## src/rtl/core_ldst_dataio_dispatch.sv

```systemverilog
// core_ldst_dataio_dispatch
//   Routes one core load/store at a time to the DATA bus or the IO bus.
//   The request goes to the IO bus when ADDR >= IO base, and to the DATA bus otherwise.
//   The IO base is latched from the system-info IOSR broadcast.
//   Each request returns one zero-extended 32-bit result.
// Ports
//   iCLOCK / inRESET          clock, asynchronous active-low reset
//   iSYSINFO_IOSR_VALID/_IOSR IO base update
//   iLDST_* / oLDST_*         core-side request and completion
//   oDATA_* / iDATA_*         DATA bus request (with MMU context) and response
//   oIO_* / iIO_*             IO bus request and response
module core_ldst_dataio_dispatch #(
  parameter bit          P_WAIT_IOSR     = 1'b1,
  parameter logic [31:0] P_IO_BASE_RESET = 32'hFFFF_FFFF
) (
  input  logic        iCLOCK,
  input  logic        inRESET,
  input  logic        iSYSINFO_IOSR_VALID,
  input  logic [31:0] iSYSINFO_IOSR,
  input  logic        iLDST_REQ,
  output logic        oLDST_BUSY,
  input  logic [1:0]  iLDST_ORDER,
  input  logic        iLDST_RW,
  input  logic [13:0] iLDST_TID,
  input  logic [1:0]  iLDST_MMUMOD,
  input  logic [31:0] iLDST_PDT,
  input  logic [31:0] iLDST_ADDR,
  input  logic [31:0] iLDST_DATA,
  output logic        oLDST_VALID,
  output logic        oLDST_PAGEFAULT,
  output logic [31:0] oLDST_DATA,
  output logic        oDATA_REQ,
  input  logic        iDATA_LOCK,
  output logic [1:0]  oDATA_ORDER,
  output logic        oDATA_RW,
  output logic [13:0] oDATA_TID,
  output logic [1:0]  oDATA_MMUMOD,
  output logic [31:0] oDATA_PDT,
  output logic [31:0] oDATA_ADDR,
  output logic [31:0] oDATA_DATA,
  input  logic        iDATA_VALID,
  input  logic        iDATA_PAGEFAULT,
  input  logic [63:0] iDATA_DATA,
  output logic        oIO_REQ,
  input  logic        iIO_BUSY,
  output logic [1:0]  oIO_ORDER,
  output logic        oIO_RW,
  output logic [31:0] oIO_ADDR,
  output logic [31:0] oIO_DATA,
  input  logic        iIO_VALID,
  input  logic [31:0] iIO_DATA
);

  typedef enum logic [2:0] {StIdle, StDReq, StDWait, StIReq, StIWait, StDone} stateT;

  stateT       stateQ;
  logic [31:0] baseQ;
  logic        baseValidQ;
  logic [31:0] addrQ;
  logic [1:0]  orderQ;
  logic        rwQ;
  logic [31:0] resultQ;
  logic        faultQ;

  logic        accept;
  logic        routeIo;
  logic [31:0] dataWord;

  // Pick the byte, half or word from a 32-bit bus word. Writes return zero.
  function automatic logic [31:0] extract(input logic [31:0] word, input logic [1:0] order,
                                          input logic [1:0] lane, input logic rw);
    logic [31:0] r;
    r = '0;
    if (rw) begin
      case (order)
        2'b00:   r = {24'h0, word[{lane, 3'b000} +: 8]};
        2'b01:   r = {16'h0, (lane[1] ? word[31:16] : word[15:0])};
        default: r = word;
      endcase
    end
    return r;
  endfunction

  assign oLDST_BUSY = (stateQ != StIdle) || !baseValidQ;
  assign accept     = iLDST_REQ && !oLDST_BUSY;
  assign routeIo    = (iLDST_ADDR >= baseQ);
  assign dataWord   = addrQ[2] ? iDATA_DATA[63:32] : iDATA_DATA[31:0];

  always_ff @(posedge iCLOCK or negedge inRESET) begin
    if (!inRESET) begin
      stateQ          <= StIdle;
      baseQ           <= P_IO_BASE_RESET;
      baseValidQ      <= !P_WAIT_IOSR;
      addrQ           <= '0;
      orderQ          <= '0;
      rwQ             <= 1'b0;
      resultQ         <= '0;
      faultQ          <= 1'b0;
      oLDST_VALID     <= 1'b0;
      oLDST_PAGEFAULT <= 1'b0;
      oLDST_DATA      <= '0;
      oDATA_REQ       <= 1'b0;
      oDATA_ORDER     <= '0;
      oDATA_RW        <= 1'b0;
      oDATA_TID       <= '0;
      oDATA_MMUMOD    <= '0;
      oDATA_PDT       <= '0;
      oDATA_ADDR      <= '0;
      oDATA_DATA      <= '0;
      oIO_REQ         <= 1'b0;
      oIO_ORDER       <= '0;
      oIO_RW          <= 1'b0;
      oIO_ADDR        <= '0;
      oIO_DATA        <= '0;
    end else begin
      // Base updates apply in any state; an in-flight request keeps its route.
      if (iSYSINFO_IOSR_VALID) begin
        baseQ      <= iSYSINFO_IOSR;
        baseValidQ <= 1'b1;
      end
      oLDST_VALID     <= 1'b0;
      oLDST_PAGEFAULT <= 1'b0;
      case (stateQ)
        StIdle: begin
          if (accept) begin
            addrQ  <= iLDST_ADDR;
            orderQ <= iLDST_ORDER;
            rwQ    <= iLDST_RW;
            if (routeIo) begin
              stateQ    <= StIReq;
              oIO_REQ   <= 1'b1;
              oIO_ORDER <= iLDST_ORDER;
              oIO_RW    <= iLDST_RW;
              oIO_ADDR  <= iLDST_ADDR;
              oIO_DATA  <= iLDST_DATA;
            end else begin
              stateQ       <= StDReq;
              oDATA_REQ    <= 1'b1;
              oDATA_ORDER  <= iLDST_ORDER;
              oDATA_RW     <= iLDST_RW;
              oDATA_TID    <= iLDST_TID;
              oDATA_MMUMOD <= iLDST_MMUMOD;
              oDATA_PDT    <= iLDST_PDT;
              oDATA_ADDR   <= iLDST_ADDR;
              oDATA_DATA   <= iLDST_DATA;
            end
          end
        end
        StDReq: begin
          if (!iDATA_LOCK) begin
            oDATA_REQ <= 1'b0;
            // A response in the same cycle the request is taken also completes.
            if (iDATA_VALID) begin
              resultQ <= extract(dataWord, orderQ, addrQ[1:0], rwQ);
              faultQ  <= iDATA_PAGEFAULT;
              stateQ  <= StDone;
            end else begin
              stateQ <= StDWait;
            end
          end
        end
        StDWait: begin
          if (iDATA_VALID) begin
            resultQ <= extract(dataWord, orderQ, addrQ[1:0], rwQ);
            faultQ  <= iDATA_PAGEFAULT;
            stateQ  <= StDone;
          end
        end
        StIReq: begin
          if (!iIO_BUSY) begin
            oIO_REQ <= 1'b0;
            if (iIO_VALID) begin
              resultQ <= extract(iIO_DATA, orderQ, addrQ[1:0], rwQ);
              faultQ  <= 1'b0;
              stateQ  <= StDone;
            end else begin
              stateQ <= StIWait;
            end
          end
        end
        StIWait: begin
          if (iIO_VALID) begin
            resultQ <= extract(iIO_DATA, orderQ, addrQ[1:0], rwQ);
            faultQ  <= 1'b0;
            stateQ  <= StDone;
          end
        end
        StDone: begin
          oLDST_VALID     <= 1'b1;
          oLDST_PAGEFAULT <= faultQ;
          oLDST_DATA      <= resultQ;
          stateQ          <= StIdle;
        end
        default: stateQ <= StIdle;
      endcase
    end
  end

endmodule

```

## config.mk

```make
export PLATFORM = sky130hd
export DESIGN_NAME = core_ldst_dataio_dispatch
export DESIGN_NICKNAME = d
export VERILOG_FILES = /design/src/rtl/core_ldst_dataio_dispatch.sv
export SDC_FILE = /design/constraint.sdc
export NUM_CORES = 1
export LEC_CHECK = 0
export BUFFER_PORTS_ARGS = -buffer_cell sky130_fd_sc_hd__buf_2
export CELL_PAD_IN_SITES_DETAIL_PLACEMENT = 1
export CELL_PAD_IN_SITES_GLOBAL_PLACEMENT = 1
export CORE_ASPECT_RATIO = 1.5
export CORE_MARGIN = 5
export CORE_UTILIZATION = 35
export CTS_CLUSTER_DIAMETER = 200
export CTS_CLUSTER_SIZE = 14
export DETAILED_ROUTE_END_ITERATION = 16
export GPL_ROUTABILITY_DRIVEN = 0
export PLACE_DENSITY = 0.83
export SLEW_MARGIN = 20
export SYNTH_ARGS = -nofsm -noshare
export SYNTH_HDL_FRONTEND = slang
export SYNTH_SLANG_ARGS = --single-unit
```

## constraint.sdc

```tcl
create_clock -name iCLOCK -period 2.5 [get_ports iCLOCK]
set_input_delay 0.75 -clock iCLOCK [delete_from_list [all_inputs] [get_ports iCLOCK]]
set_output_delay 0.75 -clock iCLOCK [all_outputs]
set_load 0.01 [all_outputs]
```

* Yosys cells after proc, flatten, opt, wreduce, memory -nomap -nowiden
Cells that the tools add are included.
** Storage, ports and cells
- Output and inout port bits :: 219
- Bits in latches :: 0
- Memories :: 0
- Bits in writable memories :: 0
- Word-level logic and storage cells :: 94
- Bits in read-only memories :: 0
- Register bits :: 293
** Operators by class
- Bitwise logic cells :: 1
- Muxes and demuxes :: 36
- Shifts and indexed selects :: 2
- $mul :: 0
- Reductions and logical operators :: 17
- Magnitude comparators :: 1
- $add $sub $neg :: 0
- Eq/ne operators :: 13
- Divide/modulo/power cells :: 0
** Operators with widths (count)
- $mux 32 :: 7
- $pmux 32 s2 :: 2
- $pmux 32 s4 :: 1
- $shiftx 32x6->8 :: 2
- $ge 32x32->1 :: 1
- $mux 16 :: 2
- $mux 3 :: 6
- $pmux 3 s5 :: 1
- $ne 2x2->1 const B :: 7
- $mux 1 :: 13
- $reduce_and 3->1 :: 3
- $reduce_and 4->1 :: 2
- $eq 3x2->1 const B :: 2
- $eq 3x3->1 const B :: 2
- $reduce_and 5->1 :: 1
- $pmux 1 s2 :: 2
- $pmux 1 s4 :: 1
- $reduce_bool 2->1 :: 2
- $reduce_bool 4->1 :: 1
- $eq 3x1->1 const B :: 1
- $logic_not 3->1 :: 1
- $reduce_bool 3->1 :: 1
- $eq 2x1->1 const B :: 1
- $logic_not 1->1 :: 2
- 6 further kinds :: 6

* Logic depth before layout (Yosys ltp)
- Word-level depth :: 7
- Gate-level depth with buffers :: 10
- Gate-level depth less buffers :: 8

* Worst setup path after synthesis
OpenSTA, ideal clock, no wires.
- Kind :: input to register
- Start point :: input iLDST_ADDR[0]
- End point :: register oDATA_DATA[0]
- Cell stages on the path :: 10
- Arrival time :: 2.828 ns
- Path slack :: -0.453 ns
- Cells stage by stage :: inv_1 > ha_1 > nand2b_1 > a2111oi_0 > or4b_1 > a31oi_4 > nor4_4 > buf_4 > buf_6 > mux2_4
** Between the ends
- Longest elaborated chain between the ends :: 3
** RTL lines
- start: declaration :: RTL line 27 : input logic [31:0] iLDST_ADDR,
- $ge 32x32->1 :: RTL line 86 : assign routeIo = (iLDST_ADDR >= baseQ);
- $not 1->1 (no line)
- $reduce_and 3->1 (no line)
- end signal: assignment :: RTL line 145 : oDATA_DATA <= iLDST_DATA;
- end: declaration :: RTL line 40 : output logic [31:0] oDATA_DATA,
Every way passes these cells.
A chain may end at the register's enable or synchronous reset.

* Worst setup path after layout
- Start point :: register baseQ[15]
- End point :: register oIO_ADDR[26]
** Between the ends
- Longest elaborated chain between the ends :: 2
** RTL lines
- start: declaration :: RTL line 57 : logic [31:0] baseQ;
- start signal: assignment :: RTL line 118 : baseQ <= iSYSINFO_IOSR;
- $ge 32x32->1 :: RTL line 86
- $reduce_and 3->1 (no line)
- end signal: assignment :: RTL line 134 : oIO_ADDR <= iLDST_ADDR;
- end: declaration :: RTL line 48 : output logic [31:0] oIO_ADDR,
Every way passes these cells.

==> key figures <==
Timing
  – Count of final setup violators: 185
  – Upper clock frequency limit: between 300 and 400 MHz
  – Final-report max-slew violation count: 0
  – Worst-case hold slack: approximately 0.13 ns
  – Fin. Hold Viols: 0
  – Unrepaired setup endpoints after global routing: true
  – Crit path time final: between 2 and 3 ns
  – Relative slew margins: between 50 and 60%
  – Final setup skew: about 0.032 ns
  – Final sum of negative setup slack: -62.25 ns
  – Slew at the pin closest to its max-slew limit: 0.718 ns
  – Part of the cycle the worst path needs: 116%
  – PnR worst setup slack: -0.404 ns

Worst setup path
  – Endpoint kind of the worst setup timing path: flop
  – Highest fanout seen on the critical path: 35
  – Sort of element at the start of the critical path: flop
  – Arrival time at the worst endpoint: approximately 3.3 ns
  – Data required, critical path: 2.94 ns
  – Startpoint-to-endpoint class of the critical path: flop to flop

Power and ir drop
  – Total design power: around 22 mW
  – Worst ir drop on vdd: 0.000629 V
  – LEAKAGE: 8.92 nW
  – Pwr/cell area: 1200 nW/um^2

Clocking
  – CTS tree: done
  – CTS H-tree depth: 1
  – Clock tree root driver cell: sky130_fd_sc_hd__clkbuf_16
  – TritonCTS Sinks: roughly 290
  – Clock input transition at the sequential cells of the worst setup and hold paths: 0.07 ns
  – CTS Hold Bufs: 0
  – Max Buffers Root-to-Sink: 3
  – CTS buffer count: 24
  – Clock insertion delay at the later pin of the skew report: 0.56 ns

Hold path
  – Type of the most critical hold path: input pin to asynchronous set/reset pin

Routing
  – Count of antenna-violating nets left after detailed routing: 0
  – DRT iter0 DRCs: 602
  – Detailed-routing iteration count for the pre-antenna-repair pass: 4
  – Remaining design rule violation count: 0
  – Detailed-route wire length: approximately 50000 um
  – Per-cell via count in the routed design: 5.11
  – Wire per inst: 23.0 um
  – Vias after detailed routing: 11100

Global routing
  – Most Crowded Layer GR: met2
  – Total overflow reported by the global router: 0
  – Tot GR Track Use: 22.5%
  – Routing usage on met1: 24.7%
  – GR Util met2: about two fifths
  – Met3 Resource Use GR: 3.88%
  – Via count of the first global-routing pass: 12500
  – First-pass GRT wire length: 75100 um
  – Number of antenna violations at the first check in global routing: 8
  – Pin count of the biggest net entering global routing: 58

Floorplan
  – Die outline area: 42400 um^2
  – Number of I/O pins: 471
  – Number of rows created at floorplan: 87
  – Effective utilization at floorplan: a little over a third
  – Horiz. Die Dim: 170 um
  – Floorplan core area: 37800 um^2
  – Floorplan die height: approximately 250 um

Yosys
  – Avg Synthesized Cell Area: roughly 12 um^2
  – Netlist cell types: 57
  – Most area-consuming cells after synthesis: sky130_fd_sc_hd__dfrtp_1 (49%), sky130_fd_sc_hd__mux2_2 (12%), sky130_fd_sc_hd__dfstp_2 (6.3%)
  – Nets in the synthesized netlist: roughly 1400
  – Area fraction of the dominant cell type after synthesis: approximately 49%
  – Number of register bits inferred by synthesis: 293
  – Ys flop type: sky130_fd_sc_hd__dfrtp_1
  – Post-synthesis cell count: 1122
  – Post-synthesis instance area: 13400 um^2
  – EDFF count, synth: 0
  – Post-synth ARST share: 100%
  – Total number of yosys warnings: 0
  – Sequential cell area fraction in the yosys report: roughly 55%
  – Yosys top cell by area: sky130_fd_sc_hd__dfrtp_1

Layout
  – Most frequent cells in the layout: sky130_fd_sc_hd__buf_2 (469), sky130_fd_sc_hd__dfrtp_1 (260), sky130_fd_sc_hd__nand2_1 (200)
  – Relative area change from synthesis to final layout: 34.1%
  – Most common cell after layout, fill and taps aside: sky130_fd_sc_hd__buf_2
  – Ratio of cells with drive above 1 in the final layout: 51.4%
  – Post-layout instance area: 18000 um^2
  – Final cell count without fillers: between 2000 and 2500
  – Fin nets: roughly 1900
  – Core occupancy in the finished layout: 47.6%

Placed design
  – IO buf count: 470
  – Placed instance count: 2105
  – HPWL Detailed: 37800 um
  – Worst slack, placed: -0.922 ns
  – Placed instance area: 17100 um^2

Outcome
  – Failing checks: negative setup slack
  – Run status: finished, violations left

Job
  – Max Cap Viol: 0
## worst max-delay path, stage by stage, from the launching register on
cell	delay (ns)
sky130_fd_sc_hd__dfstp_2	0.53
sky130_fd_sc_hd__inv_2	0.05
sky130_fd_sc_hd__ha_4	0.27
sky130_fd_sc_hd__nand4_1	0.14
sky130_fd_sc_hd__nor3_2	0.20
sky130_fd_sc_hd__or4b_4	0.52
sky130_fd_sc_hd__a31oi_4	0.23
sky130_fd_sc_hd__buf_4	0.17
sky130_fd_sc_hd__o21ai_4	0.10
sky130_fd_sc_hd__buf_12	0.22
sky130_fd_sc_hd__mux2_4	0.33
## area by class of cell
class	count	area (um^2)
clock buffers	43	672
multi-input cells	722	5750
clock inverters	1	16.3
fillers	4220	19800
diodes	8	20.0
repair buffers	570	3380
flip-flops and latches	293	7370
well taps	489	612
inverters	41	161
## cell families after synthesis
logic type,Yosys count,synth area share (%)
DFF,293,55.0
and+or+nand+nor,276,8.60
muxes,239,21.7
AOI/OAI and AO/OA,175,8.17
buffers and inverters,107,3.58
adders and majority gates,32,2.99
## where the power goes
group          total, mW  switching, mW  internal (mW)
combinational       9.88           5.24           4.63
sequential          8.06           1.27           6.79
clock               3.62           1.80           1.82
## path summary, 6_finish.rpt
kind                                  end              start  cells after the start  slack [ns]
max in group asynchronous        baseQ[4]            inRESET                      2        1.62
hold reg to reg            oLDST_DATA[28]     oLDST_DATA[28]                      2        0.47
hold / removal               oIO_DATA[11]            inRESET                      1        0.13
setup / recovery             oIO_ADDR[26]          baseQ[15]                     10       -0.40
min in group iCLOCK             baseQ[29]  iSYSINFO_IOSR[29]                      3        0.40
setup reg to reg             oIO_ADDR[26]          baseQ[15]                     10       -0.40
## flip-flops by register name (all words and copies together) (netlist names), 2 cells and up
| register | flops |
|---|---|
| oDATA_ORDER | 2 |
| baseQ | 32 |
| addrQ | 3 |
| oDATA_TID | 14 |
| oDATA_MMUMOD | 2 |
| oDATA_DATA | 32 |
| oLDST_DATA | 32 |
| oDATA_PDT | 32 |
| oIO_ADDR | 32 |
| resultQ | 32 |
| orderQ | 2 |
| stateQ | 3 |
| oIO_ORDER | 2 |
| oIO_DATA | 32 |
| oDATA_ADDR | 32 |
## layer usage
| metal | part of all wire [%] | wire length (um) |
|---|---|---|
| met5 | 0 | 0 |
| met4 | 4.9 | 2440 |
| met3 | 5.7 | 2860 |
| met2 | 54 | 26900 |
| met1 | 35 | 17600 |
## cells in the mapped netlist, types with 9 or more instances
| master | instances |
|---|---|
| sky130_fd_sc_hd__nand2_1 | 201 |
| sky130_fd_sc_hd__buf_2 | 15 |
| sky130_fd_sc_hd__a21oi_1 | 37 |
| sky130_fd_sc_hd__dfstp_2 | 32 |
| sky130_fd_sc_hd__mux2_4 | 48 |
| sky130_fd_sc_hd__o21ai_0 | 70 |
| sky130_fd_sc_hd__dfrtp_1 | 261 |
| sky130_fd_sc_hd__clkbuf_1 | 40 |
| sky130_fd_sc_hd__nor2_1 | 37 |
| sky130_fd_sc_hd__inv_1 | 39 |
| sky130_fd_sc_hd__nand3_1 | 9 |
| sky130_fd_sc_hd__mux2_1 | 9 |
| sky130_fd_sc_hd__o31ai_1 | 16 |
| sky130_fd_sc_hd__ha_1 | 32 |
| sky130_fd_sc_hd__mux2_2 | 140 |
| sky130_fd_sc_hd__mux2i_1 | 35 |
## repair_timing
action                                  in CTS  in global routing
setup buffers                                3                  2
endpoints found under the setup margin     185                185
pin swaps                                    2                  0
cloned                                       1                  4
resized for setup                           15                  0
Note: power is estimated with default switching activity, not from simulation.
